--- config.mk ---
export PLATFORM = sky130hd
export DESIGN_NAME = hazard_ctrl
export DESIGN_NICKNAME = d
export VERILOG_FILES = /design/src/rtl/hazard_ctrl.sv
export SDC_FILE = /design/constraint.sdc
export NUM_CORES = 1
export LEC_CHECK = 0
export CORE_AREA = 2 2 74 76
export CTS_CLUSTER_SIZE = 28
export DETAILED_ROUTE_END_ITERATION = 6
export DIE_AREA = 0 0 76 78
export PLACE_DENSITY = 0.8
export SETUP_SLACK_MARGIN = 0.2
export SLEW_MARGIN = 0
export SYNTH_ARGS = -nofsm -noshare
export SYNTH_HDL_FRONTEND = slang
export SYNTH_SLANG_ARGS = --single-unit
--- constraint.sdc ---
create_clock -name clk -period 3.1 [get_ports clk]
set_clock_uncertainty 0.15 [all_clocks]
set_input_delay 0.62 -clock clk [delete_from_list [all_inputs] [get_ports clk]]
set_output_delay 0.62 -clock clk [all_outputs]
set_load 0.01 [all_outputs]
--- src/rtl/hazard_ctrl.sv ---
// Stall controller: Tuse/Tnew RAW hazard detection plus a mult/div busy countdown.
// Stall decision is combinational in the same cycle; md_cnt and stall_cycles are registered.
module hazard_ctrl #(
  parameter int MULT_CYCLES = 5,
  parameter int DIV_CYCLES  = 10,
  parameter int CNT_W       = 4
) (
  input  logic             clk,
  input  logic             reset,
  input  logic [4:0]       rs_ID,
  input  logic [4:0]       rt_ID,
  input  logic [1:0]       tuse_rs_ID,
  input  logic [1:0]       tuse_rt_ID,
  input  logic [4:0]       a3_EX,
  input  logic [1:0]       tnew_EX,
  input  logic [4:0]       a3_MEM,
  input  logic [1:0]       tnew_MEM,
  input  logic             md_use_ID,
  input  logic             md_start_EX,
  input  logic             md_div_EX,
  output logic             stall,
  output logic             pc_we,
  output logic             ifid_we,
  output logic             idex_flush,
  output logic             md_busy,
  output logic [CNT_W-1:0] md_cnt,
  output logic [31:0]      stall_cycles
);

  logic [CNT_W-1:0] r_md_cnt;
  logic [31:0]      r_stall_cycles;
  logic             w_stall_rs;
  logic             w_stall_rt;
  logic             w_stall_md;
  logic             w_md_busy;
  logic             w_stall;

  assign w_md_busy = (r_md_cnt != '0);

  // A source stalls only if the producer's result arrives later than the consumer needs it.
  assign w_stall_rs = (tuse_rs_ID != 2'd3) && (rs_ID != 5'd0) &&
                      (((rs_ID == a3_EX)  && (tnew_EX  > tuse_rs_ID)) ||
                       ((rs_ID == a3_MEM) && (tnew_MEM > tuse_rs_ID)));

  assign w_stall_rt = (tuse_rt_ID != 2'd3) && (rt_ID != 5'd0) &&
                      (((rt_ID == a3_EX)  && (tnew_EX  > tuse_rt_ID)) ||
                       ((rt_ID == a3_MEM) && (tnew_MEM > tuse_rt_ID)));

  assign w_stall_md = md_use_ID && (md_start_EX || w_md_busy);
  assign w_stall    = w_stall_rs | w_stall_rt | w_stall_md;

  always_ff @(posedge clk or negedge reset) begin
    if (!reset) begin
      r_md_cnt <= '0;
    end else if (md_start_EX) begin
      r_md_cnt <= md_div_EX ? CNT_W'(DIV_CYCLES) : CNT_W'(MULT_CYCLES);
    end else if (r_md_cnt != '0) begin
      r_md_cnt <= r_md_cnt - CNT_W'(1);
    end
  end

  always_ff @(posedge clk or negedge reset) begin
    if (!reset) begin
      r_stall_cycles <= '0;
    end else if (w_stall) begin
      r_stall_cycles <= r_stall_cycles + 32'd1;
    end
  end

  assign stall        = w_stall;
  assign pc_we        = ~w_stall;
  assign ifid_we      = ~w_stall;
  assign idex_flush   = w_stall;
  assign md_busy      = w_md_busy;
  assign md_cnt       = r_md_cnt;
  assign stall_cycles = r_stall_cycles;

endmodule

# == Word-level counts from Yosys, hierarchy flattened ==
# Index checks and enable logic that the tools add are counted.
# classes
n_bitwise,3
reduce_logical,16
shifts,0
order_cmp,4
mux,3
eq_ne,6
n_mul,0
add_sub_neg,2
n_div,0
# ops
op,n
"adder 32 x 1 -> 32 bit, second input constant",1
equality test 5 bit,4
two-way mux 4 bit,3
nonzero test 5 bit,2
logical AND 1 bit,9
> comparator 2 bit,4
"inequality test 2 bit, second input constant",2
nonzero test 4 bit,1
"subtractor 4 x 1 -> 4 bit, second input constant",1
logical OR 1 bit,3
bitwise OR 1 bit,2
nonzero test 2 bit,1
inverter 1 bit,1
# totals
latch_bits,0
n_memories,0
regBits,36
word_cells,36
ram_bits,0
inputBits,33
rom_bits,0

# == Longest topological paths before layout ==
# depth
depth_word,7
ltp_mapped,11

# == Worst setup path after synthesis ==
# No wires, ideal clock.
# synth_timing
path_kind,input port to output port
start,input port tuse_rt_ID[1]
end,output port stall
setup_slack_ps,46
path_buffers,3
stages,11
t_required_ps,2330
arrival_ps,2284
cell_sequence,inv_1 -> ha_1 -> nor2b_1 -> o21ai_0 -> a2111oi_2 -> o221ai_1 -> and3_1 -> buf_6 -> buf_2 -> inv_1 -> buf_4
# synth_between
elab_chain_len,6
# synth_rtl
item,line_no,rtl
from (decl),13,"input logic [1:0] tuse_rt_ID,"
> comparator 2 bit (on tied branches),"46, 47",
logical AND 1 bit (on tied branches),"46, 47",
logical OR 1 bit,46,(((rt_ID == a3_EX) && (tnew_EX > tuse_rt_ID)) ||
logical AND 1 bit (*),45,assign w_stall_rt = (tuse_rt_ID != 2'd3) && (rt_ID != 5'd0) &&
bitwise OR 1 bit (*) (2 in series),50,assign w_stall = w_stall_rs | w_stall_rt | w_stall_md;
to (decl),21,"output logic stall,"
# Mark *: on every way between the ends. The rest lies on a longest branch, timed or not.

# == Final worst setup path ==
# layout_timing
start,input port rt_ID[0]
end,output port idex_flush
# layout_between
elab_chain_len,6
# layout_rtl
item,line_no,rtl
from (decl),11,"input logic [4:0] rt_ID,"
equality test 5 bit (on tied branches),"46, 47",
logical AND 1 bit (on tied branches),"46, 47",
logical OR 1 bit,46,
logical AND 1 bit (*),45,
bitwise OR 1 bit (*) (2 in series),50,
to (decl),24,"output logic idex_flush,"
# Marks and branches as above.

==> out/results.md <==
| Result | This run | Unit |
|:---|:---|:---|
| Initial Util | 46.9 | % |
| Final hold viol count | 0 | - |
| Number of design rule violations left after detail routing | 0 | - |
| Number of buffers added by the clock tree synthesis step | 5 | - |
| Growth of design area from synthesis to finish | 47.6 | % |
| Ratio of routed vias to standard cells | 5.18 | - |
| Area occupied by multi-input gates | 1570 | µm² |
| Clock sink count | 36 | - |
| Remaining Overflow, GRT | 0 | - |
| Number of I/O pins | 74 | - |
| Commonest cells after routing, fill and taps aside | clkdlybuf4s50_1 (41), dfrtp_1 (36), xor2_1 (34) | - |
| Crit path largest cell delay | 340 | ps |
| Htree depth | 2 | - |
| Cells after DPL | 381 | - |
| Filler instances | 381 | - |
| Worst slew margin | 42.2 | % |
| Max-cap viol count | 0 | - |
| Count of synthesis-stage warnings from yosys | 0 | - |
| Most used routing layer in global routing | met2 | - |
| Clock slew at reported path FFs | 70 | ps |
| Floorplan die area | 5930 | µm² |
| Area taken by flip-flops and latches | 901 | µm² |
| Die X-Extent | 76 | µm |
| Critical path buffer and inverter count | 3 | - |
| Dpl hpwl | 4360 | µm |
| Global routing met2 resource utilization | 36.5 | % |
| Total wire length | 6070 | µm |
| Measured slew at the worst slew-check pin | 865 | ps |
| Overall Power | 1550 | µW |
| Area of the core region | 5040 | µm² |
| Final sum of negative setup slack | 0 | ps |
| Share of cells above drive strength 1 | 26.0 | % |
| Critical path class | input pin to output port | - |
| Largest fanout on the critical path | 4 | - |
| CP max-delay cell | a2111oi_4 | - |
| Count of routing violations after the opening detailed-route iteration | 98 | - |
| TritonCTS clock tree | done | - |
| Antenna violations before repair | 0 | - |
| Pin count of the biggest net entering global routing | 37 | - |
| Number of nets in the final layout | 363 | - |
| Clock tree root buffer cell | clkbuf_8 | - |
| Critical path required time | 2330 | ps |
| Element type at the critical path end | output port | - |
| Number of max-slew violations in the final report | 0 | - |
| Crit path cell chain | dlygate4sd2_1 -> xnor2_1 -> nand3_1 -> a2111oi_4 -> o221ai_1 -> and3_4 -> inv_4 -> buf_6 | - |
| Final core utilization | 69.2 | % |
| Number of storage elements in the synthesis netlist | 36 | - |
| I/O Buffers | 73 | - |
| Static Leakage | 0.00151 | µW |
| Post-synthesis instance total | 231 | - |
| Total number of vias | 2016 | - |
| Count of cell types in the netlist | 37 | - |
| Avg Cell Area, Syn | 10.2 | µm² |
| Final non-filler cell total | 389 | - |
| Final period utilization | 91.2 | % |
| RSZ-0062 raised after global routing | false | - |
| Clock period minus worst slack | 2830 | ps |
| Deepest clock path buffer count | 2 | - |
| Clock latency of the later-clocked register in the worst-skew pair | 290 | ps |
| F_max | 354 | MHz |
| Avg WL per Cell | 15.6 | µm |
| Detailed Routing Iterations Pass 1 | 4 | - |
| Worst ir drop on vdd | 0.000457 | V |
| Cell area after synthesis | 2360 | µm² |
| Worst hold path class | input pin to async pin | - |
| Global-route wire length before repair | 10000 | µm |
| Number of routed nets with antenna violations | 0 | - |
| Number of diodes added for antenna fixing | 0 | - |
| Total of hold buffers inserted after clock tree synthesis | 0 | - |
| Result of the run | finished, final reports clean | - |
| Total of endpoints with negative setup slack in the final report | 0 | - |
| Met1 Resource Use GR | 26.6 | % |
| Final weighted congestion in routability-driven placement | 0.871 | - |
| Most frequent standard cell in the layout excluding fill and tap cells | clkdlybuf4s50_1 | - |
| Number of nets in the synthesized netlist | 275 | - |
| Critical Path Source Type | input pin | - |
| Met3 Resource Use GR | 4.19 | % |
| Die boundary height | 78 | µm |
| Number of global-route vias before repair | 2073 | - |
| Total Routing Usage GR | 21.2 | % |
| Kind of cell with the highest combined delay on the critical path | compound AO/OA/AOI/OAI gates | - |
| Number of placement rows | 26 | - |
| Register area share after synthesis | 38.1 | % |
| Power density cells | 444 | nW/µm² |
| Arrival time reported for the critical path endpoint | 2060 | ps |
## final timing paths
check	depth (start not counted)	slack, ps	to	from
max	8	270	idex_flush	rt_ID[0]
min	1	250	stall_cycles[26]	reset
max reg2reg	10	410	stall_cycles[31]	md_cnt[0]
min reg2reg	1	330	stall_cycles[31]	stall_cycles[31]
max in group asynchronous	1	2030	stall_cycles[7]	reset
min in group clk	1	330	stall_cycles[31]	stall_cycles[31]
## Yosys cell counts
master     count  share of area, %
clkbuf_1       3              0.48
nor4_2        10               5.3
nor4b_1        3               1.1
dfrtp_1       36                38
a21o_1         1              0.32
buf_6          2              0.95
nor3_1         9               1.9
and3_1         8               2.1
mux2_2         1              0.48
nor2b_1        2              0.53
buf_4          2              0.63
and4bb_2       1              0.53
nand3_1       15               3.2
nor2_1         7               1.1
buf_1          1              0.16
o21ai_0        4              0.85
or4_1          2              0.63
o31ai_1        1              0.32
inv_1         10               1.6
xor2_1        35                13
ha_1          11               5.8
buf_12         1              0.85
nor4_4         2               1.8
nor3b_1        2              0.63
a21oi_1        3              0.63
nand2_1       16               2.5
xnor2_1       18               6.7
o221ai_1       2              0.74
and4_1         2              0.74
buf_2          1              0.21
a2111oi_2      2               1.3
nor4_1         3              0.79
or3_1          1              0.26
and2_1         3              0.79
nand4_1        7               1.9
o21a_1         2              0.63
nand2b_1       2              0.53
## through the flow
stage	hold slack [ps]	area (µm²)	setup slack, ps
floorplan	174	2370	216
global placement	312	3230	-669
detailed placement	320	3230	-725
CTS	290	3390	202
global route	298	3490	179
finish	249	3490	274
## where the power goes
group	internal [µW]	switching (µW)
clock	153	163
sequential	548	104
combinational	305	279
## layout make-up
cell class | instances | share of cell area (%)
clock buffer | 6 | 2.08
clock inverter | 1 | 0.143
multi-input combinational | 175 | 44.9
sequential | 36 | 25.8
inverter | 10 | 1.15
timing repair buffer | 91 | 23.4
tap | 70 | 2.51
## cells by family after synthesis
group	count (synthesis)	synth area share, %
compound gates	15	4.76
buf+inv	20	4.87
flops	36	38.1
fa+ha+maj	11	5.82
mux	1	0.476
xor+xnor	53	19.6
simple gates	95	26.3
## state kept, by name, indices dropped and copies added, names as in the netlist
signal / flops
md_cnt: 4
stall_cycles: 32
## repair_timing
item	4_1_cts	5_1_grt
gates cloned	0	0
setup endpoints to repair	34	28
resized for setup	74	32
pin swaps	17	16
setup buffers	1	0
## worst register-to-register path, delay by kind of cell (launching register included)
family,cells,cell delay (ps)
fa+ha+maj,1,170
buf+inv,4,710
xor+xnor,1,140
compound gates,1,250
simple gates,3,770
flops,1,400
## per-layer routing
layer | vias up | wire (µm)
li1 | 992 | -
met3 | 8 | 220
met2 | 44 | 3130
met1 | 972 | 2640
met4 | 0 | 83
met5 | - | 0
No activity file was read; power rests on OpenSTA's default activity.
==> edit 1 (same flow settings) <==
Change the parameter `CNT_W` from 4 to 6.
--- a/src/rtl/hazard_ctrl.sv
+++ b/src/rtl/hazard_ctrl.sv
@@ -5,3 +5,3 @@
   parameter int DIV_CYCLES  = 10,
-  parameter int CNT_W       = 4
+  parameter int CNT_W       = 6
 ) (
Ports: changed (resized md_cnt); port bits go from 74 to 76. No check against the original RTL was run, so the function may have changed too.
==> edit 1 against the original RTL <==
  * Count of clock-buffer cells in the layout grew 1
  * Power up 1.5%
  * Setup slack worse by 0.18 ns
  * Area after synthesis shrank 5.1%
  * Final area grew 3.3%
  * Sequential share of layout area rose by 0.56 points
  * Sequential cell count up 2
  * Routed wire length shrank 2.5%
==> edit 1: results (changes against the original RTL) <==
Synth
  • Synth Cell Area: 2240 sq um (-5.1%)
  • Sequential share of the synthesized area: 0.424 (+0.0427)
  • Synth area leaders: dfrtp_1, xnor2_1, xor2_1
  • Synth cell types: 39 (+5.4%)
  • Synth cell count leaders: dfrtp_1, xnor2_1, xor2_1
  • Synth Area in Adders: 0.0613 (+0.00311)
  • Post-synthesis mux area share: 0 (-0.00476)
  • Syn Nets: 265 (-3.6%)
  • Complex-gate fraction of the synthesized area: 0.0580 (+0.0104)
  • Post-Synth XOR/XNOR Area: 0.219 (+0.0222)

Global route
  • M3 GR Usage: 0.0605 (+0.0186)
  • Grt met2 use: 0.369 (+0.00357)
  • First-pass GRT wire length: 9830 microns (-1.9%)
  • Largest net degree at the start of global routing: 39 (+5.4%)
  • Number of global-route vias before repair: 2052 (-1.0%)
  • Gr usage total: 0.210 (-0.00218)
  • Grt met1 use: 0.254 (-0.0120)

Drt
  • Initial DRC Count: 37 (-62%)
  • DR vias: 2000 (-0.79%)
  • Detailed Route WL: 5920 microns (-2.5%)

Critical path
  • Cells on worst reg2reg path: 7 (-3)
  • FF-to-FF Start: stall_cycles[14]
  • Worst Path Max Fanout: 3 (-1)
  • Critical Path AT: 2.24 ns (+0.18 ns)
  • Reg-to-reg slack, setup: 0.47 ns (+0.06 ns)

Place
  • Pre-CTS setup slack: -0.873 ns (-0.148 ns)
  • Placed cell areas: 3280 sq um (+1.7%)
  • Detailed Place HPWL: 4250 microns (-2.5%)
  • Placer Congestion: 0.820 (-5.9%)
  • I/O Buffers: 75 (+2.7%)

Power
  • Design Power: 1.57 mW (+1.5%)
  • Static Leak: 1.63 nW (+7.9%)
  • Psw: 0.504 mW (-7.6%)
  • VDD IR-drop max: 0.404 mV (-12%)
  • Clock group: 0.352 mW (+12%)

Layout
  • Layout cells sized above 1: 0.258 (-0.00261)
  • FILL cells: 376 (-1.3%)
  • Layout Nets: 373 (+2.8%)

Outcome
  • Status: completed

STA
  • Slew @ Worst Pin: 0.833 ns (-0.0324 ns)
  • Final hold slack: 0.261 ns (+0.0113 ns)
  • Max frequency: 333 MHz (-6.0%)
[edit 1: worst max-delay path: stages]
cell and delay (ns):
buf_6 0.07, buf_6 0.11, inv_12 0.03, ha_4 0.27, nor2b_1 0.16, o21ai_1 0.12, a2111oi_4 0.22, o221ai_2 0.14
and3_4 0.22, buf_6 0.13, inv_8 0.05, buf_6 0.09
[edit 1: repair_timing]
item / 4_1_cts / 5_1_grt
hold buffers: 0 / 0
pin swaps: 16 / 18
buffers inserted: 4 / 1
setup endpoints to repair: 32 / 21
resized for setup: 76 / 31
[edit 1: final cells by class]
cell class              count  area (sq um)  area share
multi-input cells         165          1440       0.400
repair buffers            108           971       0.269
flip-flops and latches     38           951       0.264
well taps                  70          87.6      0.0243
clock buffers               7          86.3      0.0239
inverters                  11          61.3      0.0170
clock inverters             1          5.00     0.00139
[edit 1: worst max path at each step]
stage | startpoint | depth (start not counted) | endpoint
2_1_floorplan | tuse_rt_ID[1] | 10 | stall
3_3_place_gp | tuse_rt_ID[1] | 11 | stall
3_5_place_dp | tuse_rt_ID[1] | 11 | idex_flush
4_1_cts | tuse_rt_ID[1] | 12 | idex_flush
5_1_grt | tuse_rt_ID[1] | 12 | stall
6_report | tuse_rt_ID[1] | 12 | idex_flush
[edit 1: layer usage]
| layer | up-vias | part of all wire |
|---|---|---|
| met5 | - | 0 |
| met4 | 0 | 0.013 |
| li1 | 962 | - |
| met3 | 7 | 0.040 |
| met2 | 46 | 0.52 |
| met1 | 985 | 0.43 |
[edit 1: through the flow]
step	TNS, ns	instances
global route	-0.00882	400
CTS	0	399
detailed placement	-12.15	387
finish	0	400
global placement	-10.97	387
floorplan	0	221
==> edit 2 (same settings) <==
Made on the original files. Reset style: synchronous (`reset`), changed in 2 clocked blocks.
--- a/src/rtl/hazard_ctrl.sv
+++ b/src/rtl/hazard_ctrl.sv
@@ -51,3 +51,3 @@
 
-  always_ff @(posedge clk or negedge reset) begin
+  always_ff @(posedge clk) begin
     if (!reset) begin
@@ -61,3 +61,3 @@
 
-  always_ff @(posedge clk or negedge reset) begin
+  always_ff @(posedge clk) begin
     if (!reset) begin
Behaviour: differs if reset is asserted again (counterexample within 4 cycles, from zero or initial values and one cycle with reset low); with reset held inactive, the same outputs for 10 cycles.
==> edit 2 against the original RTL <==
  * Area after synthesis fell by 1.0%
  * Routed wire length rose by 1.1%
  * Sequential cell count did not move
  * Final area rose by 0.90%
  * Largest cell class unchanged
  * Setup slack got worse by 0.014 ns
  * Critical path depth fell by 1
  * Synthesized cell count rose by 21%
Power is not compared: it rests on default switching activity, and its combinational part moved more than twofold at a synthesized area within 25%.
==> edit 2: results (changes against the original RTL) <==
Clock network
  • Worst-path clk slew: 0.07 ns (about the same)
  • Clk_lat worst skew: 0.29 ns (about the same)

Critical path
  • Cells on worst reg2reg path: 9 (-1)
  • Reg-to-reg slack, setup: 0.76 ns (+0.35 ns)
  • Critical Path AT: 2.07 ns
  • FF-to-FF Start: md_cnt[1]
  • Max stage delay on crit path: 0.37 ns (+0.03 ns)
  • RR Endpoint: stall_cycles[29]

Drt
  • Initial DRC Count: 105 (+7.1%)
  • Met3 WL: 336 microns (+53%)
  • Vias/cell: 5.29 (+2.1%)
  • Met2 routed WL: 3110 microns (-0.61%)
  • Detailed Route WL: 6140 microns (+1.1%)
  • Routed length on met1: 2610 microns (-1.2%)

Synth
  • Synth cell count leaders: dfxtp_1, nand2_1, xnor2_1
  • Post-synthesis mux area share: 0.0556 (+0.0508)
  • Synth Instances: 279 (+21%)
  • Synth cell types: 48 (+30%)
  • Post-Synth XOR/XNOR Area: 0.108 (-0.0878)
  • Complex-gate fraction of the synthesized area: 0.146 (+0.0988)
  • Ys async rst share: 0 (-1.00)
  • Sequential share of the synthesized area: 0.308 (-0.0731)
  • Syn Nets: 323 (+17%)
  • Synth area leaders: dfxtp_1, xnor2_1, ha_1
  • Synth warnings: 0 (unchanged)
  • Synth Area in Adders: 0.0588 (+0.000591)

Layout
  • Non-filler cells, final: 447 (+15%)
  • Layout Nets: 420 (+16%)
  • FILL cells: 422 (+11%)
  • Layout cells sized above 1: 0.196 (-0.0639)

Global route
  • Largest net degree at the start of global routing: 32 (-14%)
  • Number of global-route vias before repair: 2225 (+7.3%)
  • Gr usage total: 0.211 (-0.00101)
  • First-pass GRT wire length: 10200 microns (+2.1%)

Place
  • Number of placed instances, taps included: 435 (+14%)
  • Detailed Place HPWL: 4620 microns (+5.9%)
  • Placer Congestion: 0.893 (+2.4%)
  • Pre-CTS setup slack: -0.784 ns (-0.0597 ns)

STA
  • Slew @ Worst Pin: 0.554 ns (-0.311 ns)
  • Setup ws final: 0.260 ns (-0.0142 ns)

Hold path
  • Hold endpoint: stall_cycles[31]
  • HP Class: reg -> reg

Outcome
  • Status: completed
[edit 2: cell types whose count changed in the layout (fill, tap and decap cells not counted), moves of 8 or more]
cell | unedited run | this run
xnor2_1 | 14 | 22
nand2_1 | 14 | 30
nand2b_1 | 2 | 13
mux2i_1 | 0 | 13
dfrtp_1 | 36 | 0
nor4_2 | 12 | 2
a21oi_1 | 3 | 15
dfxtp_1 | 0 | 36
xor2_1 | 34 | 6
nor2_1 | 7 | 15
[edit 2: how the worst max path moves through the flow]
stage	startpoint	end	cells past startpoint
after floorplan	tuse_rs_ID[1]	stall	11
after global placement	tuse_rs_ID[1]	stall	11
after detailed placement	tuse_rs_ID[1]	stall	11
after CTS	tnew_MEM[1]	pc_we	8
after global routing	tuse_rs_ID[1]	stall	11
final	tuse_rs_ID[0]	stall	7
[edit 2: worst reg2reg max path, delay by kind of cell (launching register included)]
| kind | cells | cell delay (ns) |
|---|---|---|
| adder cells (fa/ha/maj) | 1 | 0.17 |
| buffers and inverters | 3 | 0.41 |
| AO/OA/AOI/OAI | 3 | 0.51 |
| flip-flops | 1 | 0.39 |
| AND/OR/NAND/NOR | 2 | 0.64 |
[edit 2: area by class of cell]
class	instances	area, sq um	area share
inverters	14	72.6	0.0206
clock inverters	2	10.0	0.00284
repair buffers	98	887	0.252
flip-flops and latches	36	721	0.205
well taps	70	87.6	0.0249
multi-input cells	221	1660	0.472
clock buffers	6	82.6	0.0235
[edit 2: where the power goes]
group	switching, mW	internal [mW]
sequential	0.0124	0.472
combinational	0.142	0.145
clock	0.170	0.177
total	0.324	0.795
[edit 2: cells by family after synthesis]
group	Yosys count
AOI/OAI and AO/OA	49
muxes	13
and+or+nand+nor	119
xor gates and xnor gates	29
adders and majority gates	11
buffers and inverters	22
DFF	36
[edit 2: what timing repair did]
action                                  CTS  global route
endpoints found under the hold margin     0             0
endpoints found under the setup margin   23             5
buffers inserted                          3             1
pin swaps                                13             9
resized for setup                        62            14
gates cloned                              0             0
[edit 2: per-stage QoR]
step	utilization	area [sq um]	power (mW)	hold slack [ns]
finish	0.698	3520	1.12	0.332
global route	0.698	3520	1.17	0.355
CTS	0.693	3490	1.12	0.330
detailed placement	0.661	3330	0.770	0.318
global placement	0.661	3330	0.762	0.308
floorplan	-	2420	0.643	0.340
[edit 2: layer usage]
layer	up-vias	global-route usage
met4	0	0.0673
met1	1094	0.248
met5	-	0
met3	9	0.0500
li1	1186	-
met2	77	0.379
